<file path="src/rtl/axi_reorder_cmp_pkg.sv">
// Shared types for the AXI reorder/ordering monitor: default channel structs,
// the address-region rule type and the error classification.
package axi_reorder_cmp_pkg;

  localparam int unsigned DefIdWidth = 3;

  typedef logic [31:0]           axi_addr_t;
  typedef logic [DefIdWidth-1:0] axi_id_t;

  typedef enum logic [1:0] {
    UNMAPPED,
    OVERFLOW,
    NO_OUTSTANDING,
    NO_SLAVE_RSP
  } err_kind_e;

  typedef struct packed {
    logic [31:0] idx;
    axi_addr_t   start_addr;
    axi_addr_t   end_addr;
  } axi_rule_t;

  localparam axi_rule_t DefaultRule = '0;

  typedef struct packed { axi_id_t id; axi_addr_t addr; } axi_aw_chan_t;
  typedef struct packed { logic [31:0] data; logic last; } axi_w_chan_t;
  typedef struct packed { axi_id_t id; logic [1:0] resp; } axi_b_chan_t;
  typedef struct packed { axi_id_t id; axi_addr_t addr; } axi_ar_chan_t;
  typedef struct packed { axi_id_t id; logic [31:0] data; logic [1:0] resp; logic last; } axi_r_chan_t;

  typedef struct packed {
    axi_aw_chan_t aw; logic aw_valid;
    axi_w_chan_t  w;  logic w_valid;
    logic         b_ready;
    axi_ar_chan_t ar; logic ar_valid;
    logic         r_ready;
  } axi_req_t;

  typedef struct packed {
    logic        aw_ready;
    logic        ar_ready;
    logic        w_ready;
    logic        b_valid; axi_b_chan_t b;
    logic        r_valid; axi_r_chan_t r;
  } axi_rsp_t;

endpackage

</file>
<file path="src/rtl/axi_reorder_cmp_idq.sv">
// Circular FIFO of slave indices; one instance tracks the issue order of one
// ID in one direction. A push while full is dropped unless a pop frees a slot.
module axi_reorder_cmp_idq
  import axi_reorder_cmp_pkg::*;
#(
  parameter int unsigned Depth = 8,
  parameter int unsigned Width = 2
) (
  input  logic             clk_i,
  input  logic             rst_ni,
  input  logic             push,
  input  logic             pop,
  input  logic [Width-1:0] data,
  output logic [Width-1:0] head,
  output logic             full,
  output logic             empty
);

  localparam int unsigned PtrW = (Depth > 1) ? $clog2(Depth) : 1;
  localparam int unsigned CntW = $clog2(Depth + 1);

  logic [Width-1:0] mem [Depth];
  logic [PtrW-1:0]  wptr, rptr;
  logic [CntW-1:0]  count;
  logic             push_ok, pop_ok;

  function automatic logic [PtrW-1:0] next_ptr(input logic [PtrW-1:0] p);
    return (p == PtrW'(Depth - 1)) ? '0 : p + PtrW'(1);
  endfunction

  assign full    = (count == CntW'(Depth));
  assign empty   = (count == '0);
  assign pop_ok  = pop && !empty;
  assign push_ok = push && (!full || pop_ok);
  assign head    = mem[rptr];

  always_ff @(posedge clk_i) begin
    // NOTE: sequential state uses non-blocking assignments so every register
    // samples pre-edge values regardless of statement order.
    if (!rst_ni) begin
      wptr  <= '0;
      rptr  <= '0;
      count <= '0;
    end else begin
      if (push_ok) wptr <= next_ptr(wptr);
      if (pop_ok)  rptr <= next_ptr(rptr);
      case ({push_ok, pop_ok})
        2'b10:   count <= count + CntW'(1);
        2'b01:   count <= count - CntW'(1);
        default: ;
      endcase
    end
  end

  // NOTE: storage is not reset; the pointers and count alone define which
  // entries are valid, so the array can map onto plain flops or RAM.
  always_ff @(posedge clk_i) begin
    if (push_ok) mem[wptr] <= data;
  end

endmodule

</file>
<file path="src/rtl/axi_reorder_cmp.sv">
// AXI ordering monitor: matches master B/R responses against per-ID issue order
// and slave-side responses. Define AXI_REORDER_CMP_ASSERT_EN for $error reporting.
module axi_reorder_cmp
  import axi_reorder_cmp_pkg::*;
#(
  parameter int unsigned NumSlaves      = 4,
  parameter int unsigned AxiIdWidth     = 3,
  parameter int unsigned NumAddrRegions = 4,
  parameter type addr_t    = axi_addr_t,
  parameter type rule_t    = axi_rule_t,
  parameter rule_t [NumAddrRegions-1:0] AddrRegions = '0,
  parameter type aw_chan_t = axi_aw_chan_t,
  parameter type w_chan_t  = axi_w_chan_t,
  parameter type b_chan_t  = axi_b_chan_t,
  parameter type ar_chan_t = axi_ar_chan_t,
  parameter type r_chan_t  = axi_r_chan_t,
  parameter type req_t     = axi_req_t,
  parameter type rsp_t     = axi_rsp_t,
  parameter int unsigned MaxTxnsPerId   = 8,
  parameter int unsigned NumWrites      = 1000,
  parameter int unsigned NumReads       = 1000,
  parameter bit          Verbose        = 1'b0
) (
  input  logic                 clk_i,
  input  logic                 rst_ni,
  input  req_t                 mon_mst_req_i,
  input  rsp_t                 mon_mst_rsp_i,
  input  req_t [NumSlaves-1:0] mon_slv_req_i,
  input  rsp_t [NumSlaves-1:0] mon_slv_rsp_i,
  output logic                 end_of_sim_o,
  output logic                 error_o,
  output logic [31:0]          err_cnt_o
);

  localparam int unsigned NumIds = 2 ** AxiIdWidth;
  localparam int unsigned SlvW   = (NumSlaves > 1) ? $clog2(NumSlaves) : 1;

  typedef logic [SlvW-1:0] slv_idx_t;
  typedef struct packed { logic hit; slv_idx_t idx; } dec_t;
  typedef struct packed {
    logic aw_unmapped, aw_overflow, ar_unmapped, ar_overflow;
    logic b_no_out, b_no_slv, r_no_out, r_no_slv;
  } err_t;

  function automatic dec_t decode(input addr_t addr);
    dec_t d;
    d = '0;
    for (int unsigned i = 0; i < NumAddrRegions; i++) begin
      if (!d.hit && addr >= AddrRegions[i].start_addr && addr <= AddrRegions[i].end_addr) begin
        d.hit = 1'b1;
        d.idx = slv_idx_t'(AddrRegions[i].idx);
      end
    end
    return d;
  endfunction

  aw_chan_t aw;
  ar_chan_t ar;
  b_chan_t  b;
  r_chan_t  r;
  w_chan_t  w_unused;
  logic     aw_fire, ar_fire, b_fire, r_fire, done;
  dec_t     aw_dec, ar_dec;
  err_t     err;
  logic [3:0]  err_add;
  logic [32:0] err_sum;
  logic [31:0] writes_done, reads_done, b_avail, r_avail;
  slv_idx_t    b_head, r_head;
  logic [NumIds-1:0] wq_push, wq_pop, wq_full, wq_empty;
  logic [NumIds-1:0] rq_push, rq_pop, rq_full, rq_empty;
  slv_idx_t          wq_head [NumIds];
  slv_idx_t          rq_head [NumIds];
  logic [NumSlaves-1:0] slv_b_inc, slv_r_inc, slv_b_dec, slv_r_dec;
  logic [31:0]          slv_b_pend [NumSlaves];
  logic [31:0]          slv_r_pend [NumSlaves];

  assign aw       = mon_mst_req_i.aw;
  assign ar       = mon_mst_req_i.ar;
  assign b        = mon_mst_rsp_i.b;
  assign r        = mon_mst_rsp_i.r;
  assign w_unused = mon_mst_req_i.w;
  assign aw_fire  = mon_mst_req_i.aw_valid && mon_mst_rsp_i.aw_ready;
  assign ar_fire  = mon_mst_req_i.ar_valid && mon_mst_rsp_i.ar_ready;
  assign b_fire   = mon_mst_rsp_i.b_valid && mon_mst_req_i.b_ready;
  assign r_fire   = mon_mst_rsp_i.r_valid && mon_mst_req_i.r_ready && r.last;
  assign aw_dec   = decode(aw.addr);
  assign ar_dec   = decode(ar.addr);

  for (genvar i = 0; i < NumIds; i++) begin : g_id
    axi_reorder_cmp_idq #(.Depth(MaxTxnsPerId), .Width(SlvW)) u_wq (
      .clk_i, .rst_ni, .push(wq_push[i]), .pop(wq_pop[i]), .data(aw_dec.idx),
      .head(wq_head[i]), .full(wq_full[i]), .empty(wq_empty[i])
    );
    axi_reorder_cmp_idq #(.Depth(MaxTxnsPerId), .Width(SlvW)) u_rq (
      .clk_i, .rst_ni, .push(rq_push[i]), .pop(rq_pop[i]), .data(ar_dec.idx),
      .head(rq_head[i]), .full(rq_full[i]), .empty(rq_empty[i])
    );
  end

  always_comb begin
    // NOTE: every signal written here gets a default first; a path that
    // leaves one unassigned would infer a latch.
    wq_push = '0; wq_pop = '0; rq_push = '0; rq_pop = '0;
    slv_b_dec = '0; slv_r_dec = '0; err = '0;
    for (int s = 0; s < NumSlaves; s++) begin
      slv_b_inc[s] = mon_slv_rsp_i[s].b_valid && mon_slv_req_i[s].b_ready;
      slv_r_inc[s] = mon_slv_rsp_i[s].r_valid && mon_slv_req_i[s].r_ready &&
                     mon_slv_rsp_i[s].r.last;
    end
    // A response arriving at the slave in the same cycle counts as available.
    b_head  = wq_head[b.id];
    r_head  = rq_head[r.id];
    b_avail = slv_b_pend[b_head] + 32'(slv_b_inc[b_head]);
    r_avail = slv_r_pend[r_head] + 32'(slv_r_inc[r_head]);

    if (b_fire) begin
      if (wq_empty[b.id]) err.b_no_out = 1'b1;
      else begin
        wq_pop[b.id] = 1'b1;
        if (b_avail == '0) err.b_no_slv = 1'b1;
        else               slv_b_dec[b_head] = 1'b1;
      end
    end
    if (r_fire) begin
      if (rq_empty[r.id]) err.r_no_out = 1'b1;
      else begin
        rq_pop[r.id] = 1'b1;
        if (r_avail == '0) err.r_no_slv = 1'b1;
        else               slv_r_dec[r_head] = 1'b1;
      end
    end
    if (aw_fire) begin
      if (!aw_dec.hit)                           err.aw_unmapped = 1'b1;
      else if (wq_full[aw.id] && !wq_pop[aw.id]) err.aw_overflow = 1'b1;
      else                                       wq_push[aw.id]  = 1'b1;
    end
    if (ar_fire) begin
      if (!ar_dec.hit)                           err.ar_unmapped = 1'b1;
      else if (rq_full[ar.id] && !rq_pop[ar.id]) err.ar_overflow = 1'b1;
      else                                       rq_push[ar.id]  = 1'b1;
    end

    done = (&wq_empty) && (&rq_empty) &&
           (writes_done >= 32'(NumWrites)) && (reads_done >= 32'(NumReads));
    for (int s = 0; s < NumSlaves; s++) begin
      if (slv_b_pend[s] != '0 || slv_r_pend[s] != '0) done = 1'b0;
    end
  end

  assign err_add = 4'($countones(err));
  assign err_sum = {1'b0, err_cnt_o} + 33'(err_add);
  assign error_o = (err_cnt_o != '0);

  always_ff @(posedge clk_i) begin
    if (!rst_ni) begin
      writes_done  <= '0;
      reads_done   <= '0;
      err_cnt_o    <= '0;
      end_of_sim_o <= 1'b0;
      for (int s = 0; s < NumSlaves; s++) begin
        slv_b_pend[s] <= '0;
        slv_r_pend[s] <= '0;
      end
    end else begin
      if (b_fire) writes_done <= writes_done + 32'd1;
      if (r_fire) reads_done  <= reads_done + 32'd1;
      err_cnt_o <= err_sum[32] ? '1 : err_sum[31:0];
      if (done) end_of_sim_o <= 1'b1;
      for (int s = 0; s < NumSlaves; s++) begin
        slv_b_pend[s] <= slv_b_pend[s] + 32'(slv_b_inc[s]) - 32'(slv_b_dec[s]);
        slv_r_pend[s] <= slv_r_pend[s] + 32'(slv_r_inc[s]) - 32'(slv_r_dec[s]);
      end
    end
  end

  logic unused_ok;
  assign unused_ok = ^{mon_mst_req_i, mon_mst_rsp_i, mon_slv_req_i, mon_slv_rsp_i,
                       w_unused, rq_full};

`ifdef AXI_REORDER_CMP_ASSERT_EN
  task automatic report(input err_kind_e kind, input int id, input int slv);
    $error("[%0t] %s id=%0d expected_slave=%0d", $time, kind.name(), id, slv);
  endtask

  always @(posedge clk_i) begin
    if (rst_ni) begin
      if (err.aw_unmapped) report(UNMAPPED, int'(aw.id), -1);
      if (err.aw_overflow) report(OVERFLOW, int'(aw.id), int'(aw_dec.idx));
      if (err.ar_unmapped) report(UNMAPPED, int'(ar.id), -1);
      if (err.ar_overflow) report(OVERFLOW, int'(ar.id), int'(ar_dec.idx));
      if (err.b_no_out)    report(NO_OUTSTANDING, int'(b.id), -1);
      if (err.b_no_slv)    report(NO_SLAVE_RSP, int'(b.id), int'(b_head));
      if (err.r_no_out)    report(NO_OUTSTANDING, int'(r.id), -1);
      if (err.r_no_slv)    report(NO_SLAVE_RSP, int'(r.id), int'(r_head));
      if (Verbose && (aw_fire || ar_fire || b_fire || r_fire))
        $display("[%0t] aw=%0b ar=%0b b=%0b r=%0b", $time, aw_fire, ar_fire, b_fire, r_fire);
      if (done && !end_of_sim_o)
        $display("[%0t] end of sim: writes=%0d reads=%0d errors=%0d",
                 $time, writes_done, reads_done, err_cnt_o);
    end
  end
`else
  logic verbose_unused;
  assign verbose_unused = Verbose;
`endif

endmodule

</file>
<file path="config.mk">
export PLATFORM = sky130hd
export DESIGN_NAME = axi_reorder_cmp
export DESIGN_NICKNAME = d
export VERILOG_FILES = /design/src/rtl/axi_reorder_cmp_pkg.sv /design/src/rtl/axi_reorder_cmp_idq.sv /design/src/rtl/axi_reorder_cmp.sv
export SDC_FILE = /design/constraint.sdc
export NUM_CORES = 1
export LEC_CHECK = 0
export ABC_AREA = 1
export CAP_MARGIN = 20
export CORE_ASPECT_RATIO = 0.5
export CORE_MARGIN = 5
export CORE_UTILIZATION = 47
export DETAILED_ROUTE_END_ITERATION = 6
export GPL_TIMING_DRIVEN = 0
export PLACE_DENSITY = 0.78
export SLEW_MARGIN = 20
export SYNTH_ARGS = -nofsm -noshare
export SYNTH_HDL_FRONTEND = slang
export SYNTH_SLANG_ARGS = --single-unit
export TNS_END_PERCENT = 50
</file>
<file path="constraint.sdc">
create_clock -name clk_i -period 5.63 [get_ports clk_i]
set_clock_uncertainty 0.15 [all_clocks]
set_input_delay 0.563 -clock clk_i [delete_from_list [all_inputs] [get_ports clk_i]]
set_output_delay 0.563 -clock clk_i [all_outputs]
set_load 0.01 [all_outputs]
</file>
==> flow_metrics.tcl, run 1 <==
set metrics [dict create \
    tns_ps 0 \
    synthTopCellsByCount "1068 x inv_1, 794 x nor2_1, 759 x nand2_1, 623 x a21oi_1, 502 x ha_1" \
    diodes 0 \
    drt_wl_total_um 108000 \
    highest_layer "met5" \
    r2r_start "slv_r_pend[0][0]" \
    ys.flop_type "dfxtp_1" \
    overflow 0 \
    outcome "finished with violations" \
    period_needed_ps 5610 \
    power_density_mw_per_mm2 555 \
    holdWs_ps 327 \
    peakVddDrop_mv 0.313 \
    hold_depth 1 \
    fin_ws_ps 17.7 \
    row_count 72 \
    grt_max_degree 15 \
    ys_ff_latch 417 \
    async_flop_share_pct 0 \
    drt-pass1-iter-count 7 \
    slew_headroom_pct 21.7 \
    yosysMostFrequentCell "inv_1" \
    synth_top_area_share_pct 22.8 \
    mappedNetlistArea_mm2 0.0366 \
    finalSetupViolCount 0 \
    violations "DRC" \
    wl_per_cell_um 15.6 \
    final_hold_viol_count 0 \
    synthCells 5604 \
    nets 7131 \
    rsz0062_at_grt "yes" \
    die_area_mm2 0.0839 \
    clock_latency_ps 620 \
    io_buffer_count 138 \
    clock_sinks 417 \
    ff2ff_path_depth 30 \
    ys_seq_area_share_pct 22.8 \
    io_pins 816 \
    rr_endpoint "err_cnt_o[26]" \
    cts_buffer_depth 3 \
    cts_tree "done" \
    multiInputGateArea_mm2 0.0244 \
    critPathMaxStageDelay_ps 450 \
    route.detailed.drc 1 \
    synth_area_leaders "dfxtp_1 23%, ha_1 17%, inv_1 11%, a21oi_1 8.5%, nor2_1 8.1%" \
    arrival_ps 5970 \
    worst_pin_slew_ps 1170 \
    hp-start "g_id[3].u_wq.count[0]" \
    dr_wl_met2_um 48900 \
    hold_end "g_id[3].u_wq.count[0]" \
    grt_usage_pct 24.5 \
    place_ws_ps -2080 \
    drv_slew 0 \
    clk_pin_slew_ps 70 \
    drt_iter0_drc 2813 \
    num_vias 37200 \
    htreeDepth 2 \
    met3_length_um 7200 \
    cts_buffers 45 \
    initial_core_util_pct 47.4 \
    path_common_cell "nor2_4" \
    synth-edff-count 0 \
    vias_per_cell 5.39 \
    synth_nets 6911 \
    seq_area_mm2 0.00838 \
    crit_path_end_kind "flip-flop" \
    critical_path_class "reg2reg" \
    syn_area_per_cell_um2 6.54 \
    ys.warnings.count 0 \
    antenna_found_initial 2 \
    required_ps 5990 \
    cp-start-kind "flip-flop" \
    p_leak_nw 19.4 \
    ctsRootBufferMaster "clkbuf_16" \
    dpl.hpwl_um 86400 \
    crit_start "slv_r_pend[0][0]" \
    yosysUniqueCellTypes 65 \
    min_path_type "reg2reg" \
    yosysTopAreaCell "dfxtp_1" \
    drive_gt1_share_pct 4.80 \
    die_y_um 207 \
    cp_max_fo 5 \
    n_fill_cell 7519 \
    syn2layout_area_growth_pct 13.5 \
    max_cap_viol_count 0 \
    final_antenna_net_count 0 \
    wl_met1_um 48500 \
    fmax_mhz 178 \
    period_share_pct 99.7 \
    grt_pass1_wl_um 173000 \
    die_w_um 405 \
    gp_congestion 0.983 \
    rrSetupSlack_ps 20 \
    first_global_vias 35400 \
    critPathSlowestCell "fa_1" \
    core_area_mm2 0.0773 \
]
logic make-up after synthesis:
logic type | count (synthesis) | synth area share, %
AOI/OAI and AO/OA | 1253 | 18.6
xor gates and xnor gates | 122 | 2.92
adders and majority gates | 525 | 18.4
buffers and inverters | 1131 | 11.7
DFF | 417 | 22.8
and+or+nand+nor | 2156 | 25.7
where the power goes:
group	internal (mW)	switching (mW)	total (mW)
combinational	5.13	10.3	15.4
clock	1.91	1.39	3.30
sequential	3.77	0.602	4.37
total	10.8	12.3	23.1
layer usage:
| layer | track usage, % | vias to the layer above |
|---|---|---|
| met5 | 0 | - |
| met1 | 32.3 | 17100 |
| met4 | 7.08 | 2 |
| met2 | 41.7 | 1150 |
| li1 | - | 18700 |
| met3 | 3.46 | 188 |
per-stage QoR:
stage,total power [mW],cell area (um2),utilization [%],cells
after floorplan,15.5,36700,-,5604
after global placement,18.9,39300,50.9,6778
after detailed placement,19.3,39300,50.9,6778
after CTS,22.8,41400,53.6,6886
after global routing,25.3,41600,53.8,6892
final,23.1,41600,53.8,6892
critical path: cells and delay by family (launching register included):
kind                       cells  cell delay, ps
buffers and inverters          8             700
adders and majority gates      7            2370
AOI/OAI and AO/OA              3             480
and+or+nand+nor               12            1410
DFF                            1             370
worst max-delay path by stage:
stage,end,slack (ps),cells after the start
after floorplan,err_cnt_o[28],40,31
after global placement,err_cnt_o[1],-2000,32
after detailed placement,err_cnt_o[1],-2080,32
after CTS,err_cnt_o[26],-40,31
after global routing,err_cnt_o[19],-260,30
final,err_cnt_o[26],20,30
area by class of cell:
type	instances	area share, %
multi-input combinational	4056	58.7
buffer	53	0.533
clock buffer	57	2.94
clock inverter	22	0.851
timing repair buffer	174	4.01
sequential	417	20.1
inverter	1077	9.74
tap	1036	3.12
placed cells by master (no fill, tap or decap), types with 19 or more instances in the layout:
master           instances
a211oi_1                20
a21boi_0                20
a21o_1                  25
a21oi_1                622
buf_4                   33
clkbuf_1                48
clkbuf_16               45
clkdlybuf4s50_1        134
dfxtp_1                407
fa_1                    21
ha_1                   496
inv_1                 1061
nand2_1                749
nand3_1                220
nand4_1                102
nor2_1                 777
nor2_4                  22
nor3_1                 101
nor4_1                  59
o21a_1                  27
o21ai_0                398
o21ai_1                 25
o21ai_2                 19
o21bai_1                58
xnor2_1                 33
xor2_1                  89
state kept, by name (all words and copies together) (netlist names):
signal,cells
reads_done,32
end_of_sim_o,1
err_cnt_o,32
writes_done,32
g_id.u_wq.count,32
g_id.u_rq.count,32
slv_b_pend,128
slv_r_pend,128
timing repair:
action,in CTS,in global routing
pin swaps,37,28
resized for setup,105,28
buffers inserted,27,6
hold buffers,0,0
endpoints found under the setup margin,45,33
cloned,2,0
No activity file was read; power rests on OpenSTA's default activity.
==> run 2, diff against run 1 <==
Settings changed: ABC_AREA 1 to not set, CAP_MARGIN 20 to not set, CORE_AREA set to 5 5 316 318, CORE_ASPECT_RATIO 0.5 to not set, CORE_MARGIN 5 to not set, CORE_UTILIZATION 47 to not set, DIE_AREA set to 0 0 321 323, PLACE_DENSITY 0.78 to not set.
Clock period 5.63 ns to 4.5 ns, I/O delays scaled along.
==> flow_metrics.tcl, run 2 <==
set metrics [dict create \
    period_needed_ps 6210 \
    fin_ws_ps -1710 \
    period_share_pct 138 \
    antenna_found_initial 4 \
    core_area_mm2 0.0963 \
    hold_buffers 0 \
    cp.buffers_inverters 4 \
    async_flop_share_pct 0 \
    cts_tree "done" \
    die_w_um 321 \
    route.detailed.drc 0 \
    gp_congestion 0.855 \
    die_area_mm2 0.104 \
    layout_commonest_cell "nor2_1" \
    min_path_type "in2reg" \
    grt_usage_pct 16.6 \
    drt-pass1-iter-count 5 \
    yosysTopAreaCell "dfxtp_1" \
    pwr-share-clk_pct 15.4 \
    yosysUniqueCellTypes 97 \
    drt_wl_total_um 89900 \
    max_cap_viol_count 0 \
    ys.warnings.count 0 \
    worst_pin_slew_ps 1260 \
    critPathSlowestCell "or4_4" \
    place_ws_ps -3510 \
    syn_area_per_cell_um2 8.07 \
    first_global_vias 27900 \
    wl_per_cell_um 15.9 \
    n_fill_cell 9682 \
    slew_headroom_pct 15.2 \
    p_leak_nw 16.1 \
    mostFrequentLayoutCells "534 x nor2_1, 490 x ha_1, 431 x inv_1" \
    ys.flop_type "dfxtp_1" \
    die_y_um 323 \
    cts_buffer_depth 3 \
    required_ps 4880 \
    cts_buffers 53 \
    final_hold_viol_count 0 \
    vias_per_cell 5.09 \
    clock_latency_ps 630 \
    reg_top3 "slv_b_pend (128), slv_r_pend (128)" \
    crit_path_end_kind "flip-flop" \
    io_pins 816 \
    drv_slew 0 \
    yosysMostFrequentCell "nor2_1" \
    synth_nets 5367 \
    drive_gt1_share_pct 9.48 \
    sw_frac_of_total_pct 45.5 \
    final_antenna_net_count 0 \
    mappedNetlistArea_mm2 0.0327 \
    drt_iter0_drc 1638 \
    synth_area_leaders "dfxtp_1 25%, ha_1 19%, nor2_1 6.2%, xnor2_1 5.4%, inv_1 5.0%" \
    initial_core_util_pct 34.0 \
    grt_pass1_wl_um 143000 \
    syn2layout_area_growth_pct 19.7 \
    row_count 114 \
    diodes 0 \
    violations "setup timing" \
    dp.cells 5468 \
    finalSetupViolCount 83 \
    dpl.hpwl_um 67900 \
    pwr-share-seq_pct 19.0 \
    p_sw_mw 13.1 \
    fin_cells 5645 \
    ys_ff_latch 417 \
    power_density_mw_per_mm2 734 \
    fmax_mhz 161 \
    overflow 0 \
    htreeDepth 2 \
    nets 5634 \
    arrival_ps 6580 \
    multiInputGateArea_mm2 0.0235 \
    cp_max_fo 5 \
    synth_top_area_share_pct 25.5 \
    ys_seq_area_share_pct 25.5 \
    peakVddDrop_mv 0.382 \
    cpLargestDelayFamily "adder cells" \
    critical_path_class "reg2reg" \
    critPathMaxStageDelay_ps 580 \
    rsz0062_at_grt "yes" \
    outcome "finished with violations" \
    synthCells 4060 \
    num_vias 28700 \
    seq_area_mm2 0.00839 \
    clk_pin_slew_ps 60 \
    synth-edff-count 0 \
    cp-start-kind "flip-flop" \
    ctsRootBufferMaster "clkbuf_16" \
    p_int_mw 15.7 \
    clock_sinks 417 \
    io_buffer_count 132 \
    synthTopCellsByCount "541 x nor2_1, 502 x ha_1, 436 x inv_1, 417 x dfxtp_1, 323 x a21oi_1" \
    grt_max_degree 15 \
    p_comb_share_pct 65.6 \
]
[run 2: changes by cell type in the layout (fill, tap and decap cells not counted), sizes merged, moves of 168 or more]
| cell | change |
|---|---|
| xnor2 | +168 |
| o21ai | -302 |
| nor2 | -275 |
| nand2 | -592 |
| a21oi | -299 |
| inv | -635 |
[run 2: cells by family after synthesis]
kind of cell,after synthesis,synth area share [%]
simple gates,1392,21.2
compound gates,867,17.3
fa+ha+maj,525,20.6
buf+inv,510,5.86
flops,417,25.5
xor+xnor,326,8.72
mux,23,0.894
[run 2: worst register-to-register path: stages, from the launching register on]
cell and delay (ps):
dfxtp_2 330, ha_4 170, ha_4 230, nor2_2 90
o221a_2 170, nand4_1 120, nor4_2 300, nand4_1 170
or4_4 580, nor4_4 150, buf_6 170, and3_4 190
fa_1 430, inv_2 70, fa_1 380, inv_1 80
fa_1 430, fa_2 380, fa_2 400, a21o_1 190
a21oi_4 190, nor3_4 60, nand4_1 130, buf_4 140
nor2_4 40, and3_4 180, o211a_1 190
[run 2: final cells by class]
class / count / area share, %
sequential: 417 / 21.4
tap: 1276 / 4.07
timing repair buffer: 213 / 5.11
buffer: 72 / 0.849
clock buffer: 70 / 3.83
clock inverter: 27 / 0.715
inverter: 437 / 4.18
multi-input combinational: 3133 / 59.8
[run 2: repair_timing]
| item | CTS | global route |
|---|---|---|
| endpoints found under the setup margin | 95 | 94 |
| gates resized for setup | 174 | 72 |
| setup buffers | 62 | 18 |
| gates cloned | 2 | 0 |
| pin swaps | 92 | 58 |
[run 2: routing by layer]
metal	track usage (%)	vias to the layer above	wire, um
met1	22.5	13400	42900
met3	2.28	136	4110
li1	-	14700	-
met4	5.29	2	2860
met5	0	-	13
met2	27.6	506	40000
[run 2: worst paths after layout]
| path | slack [ps] | from | cells after the start | end |
|---|---|---|---|---|
| worst max-delay path | -1710 | slv_b_pend[0][0] | 26 | err_cnt_o[26] |
| worst min-delay path | 270 | rst_ni | 3 | slv_r_pend[0][29] |
| worst max register to register | -1710 | slv_b_pend[0][0] | 26 | err_cnt_o[26] |
| worst min register to register | 340 | writes_done[9] | 2 | writes_done[9] |
[run 2: power groups by stage]
stage                     combinational [mW]  clock, mW  sequential [mW]
after floorplan                         13.8          0             5.30
after global placement                  17.1          0             5.51
after detailed placement                17.2          0             5.52
after CTS                               18.4       4.56             5.47
after global routing                    21.2       4.70             5.59
final                                   18.9       4.42             5.47
[run 2: through the flow]
step | hold WS (ps) | TNS (ps) | util [%] | area (um2) | total power [mW]
2_1_floorplan | 304 | -53370 | - | 32900 | 19.1
3_3_place_gp | 315 | -231130 | 37.2 | 35800 | 22.6
3_5_place_dp | 330 | -235290 | 37.2 | 35800 | 22.7
4_1_cts | 237 | -77650 | 40.3 | 38800 | 28.4
5_1_grt | 292 | -105150 | 40.7 | 39200 | 31.4
6_report | 269 | -88000 | 40.7 | 39200 | 28.8
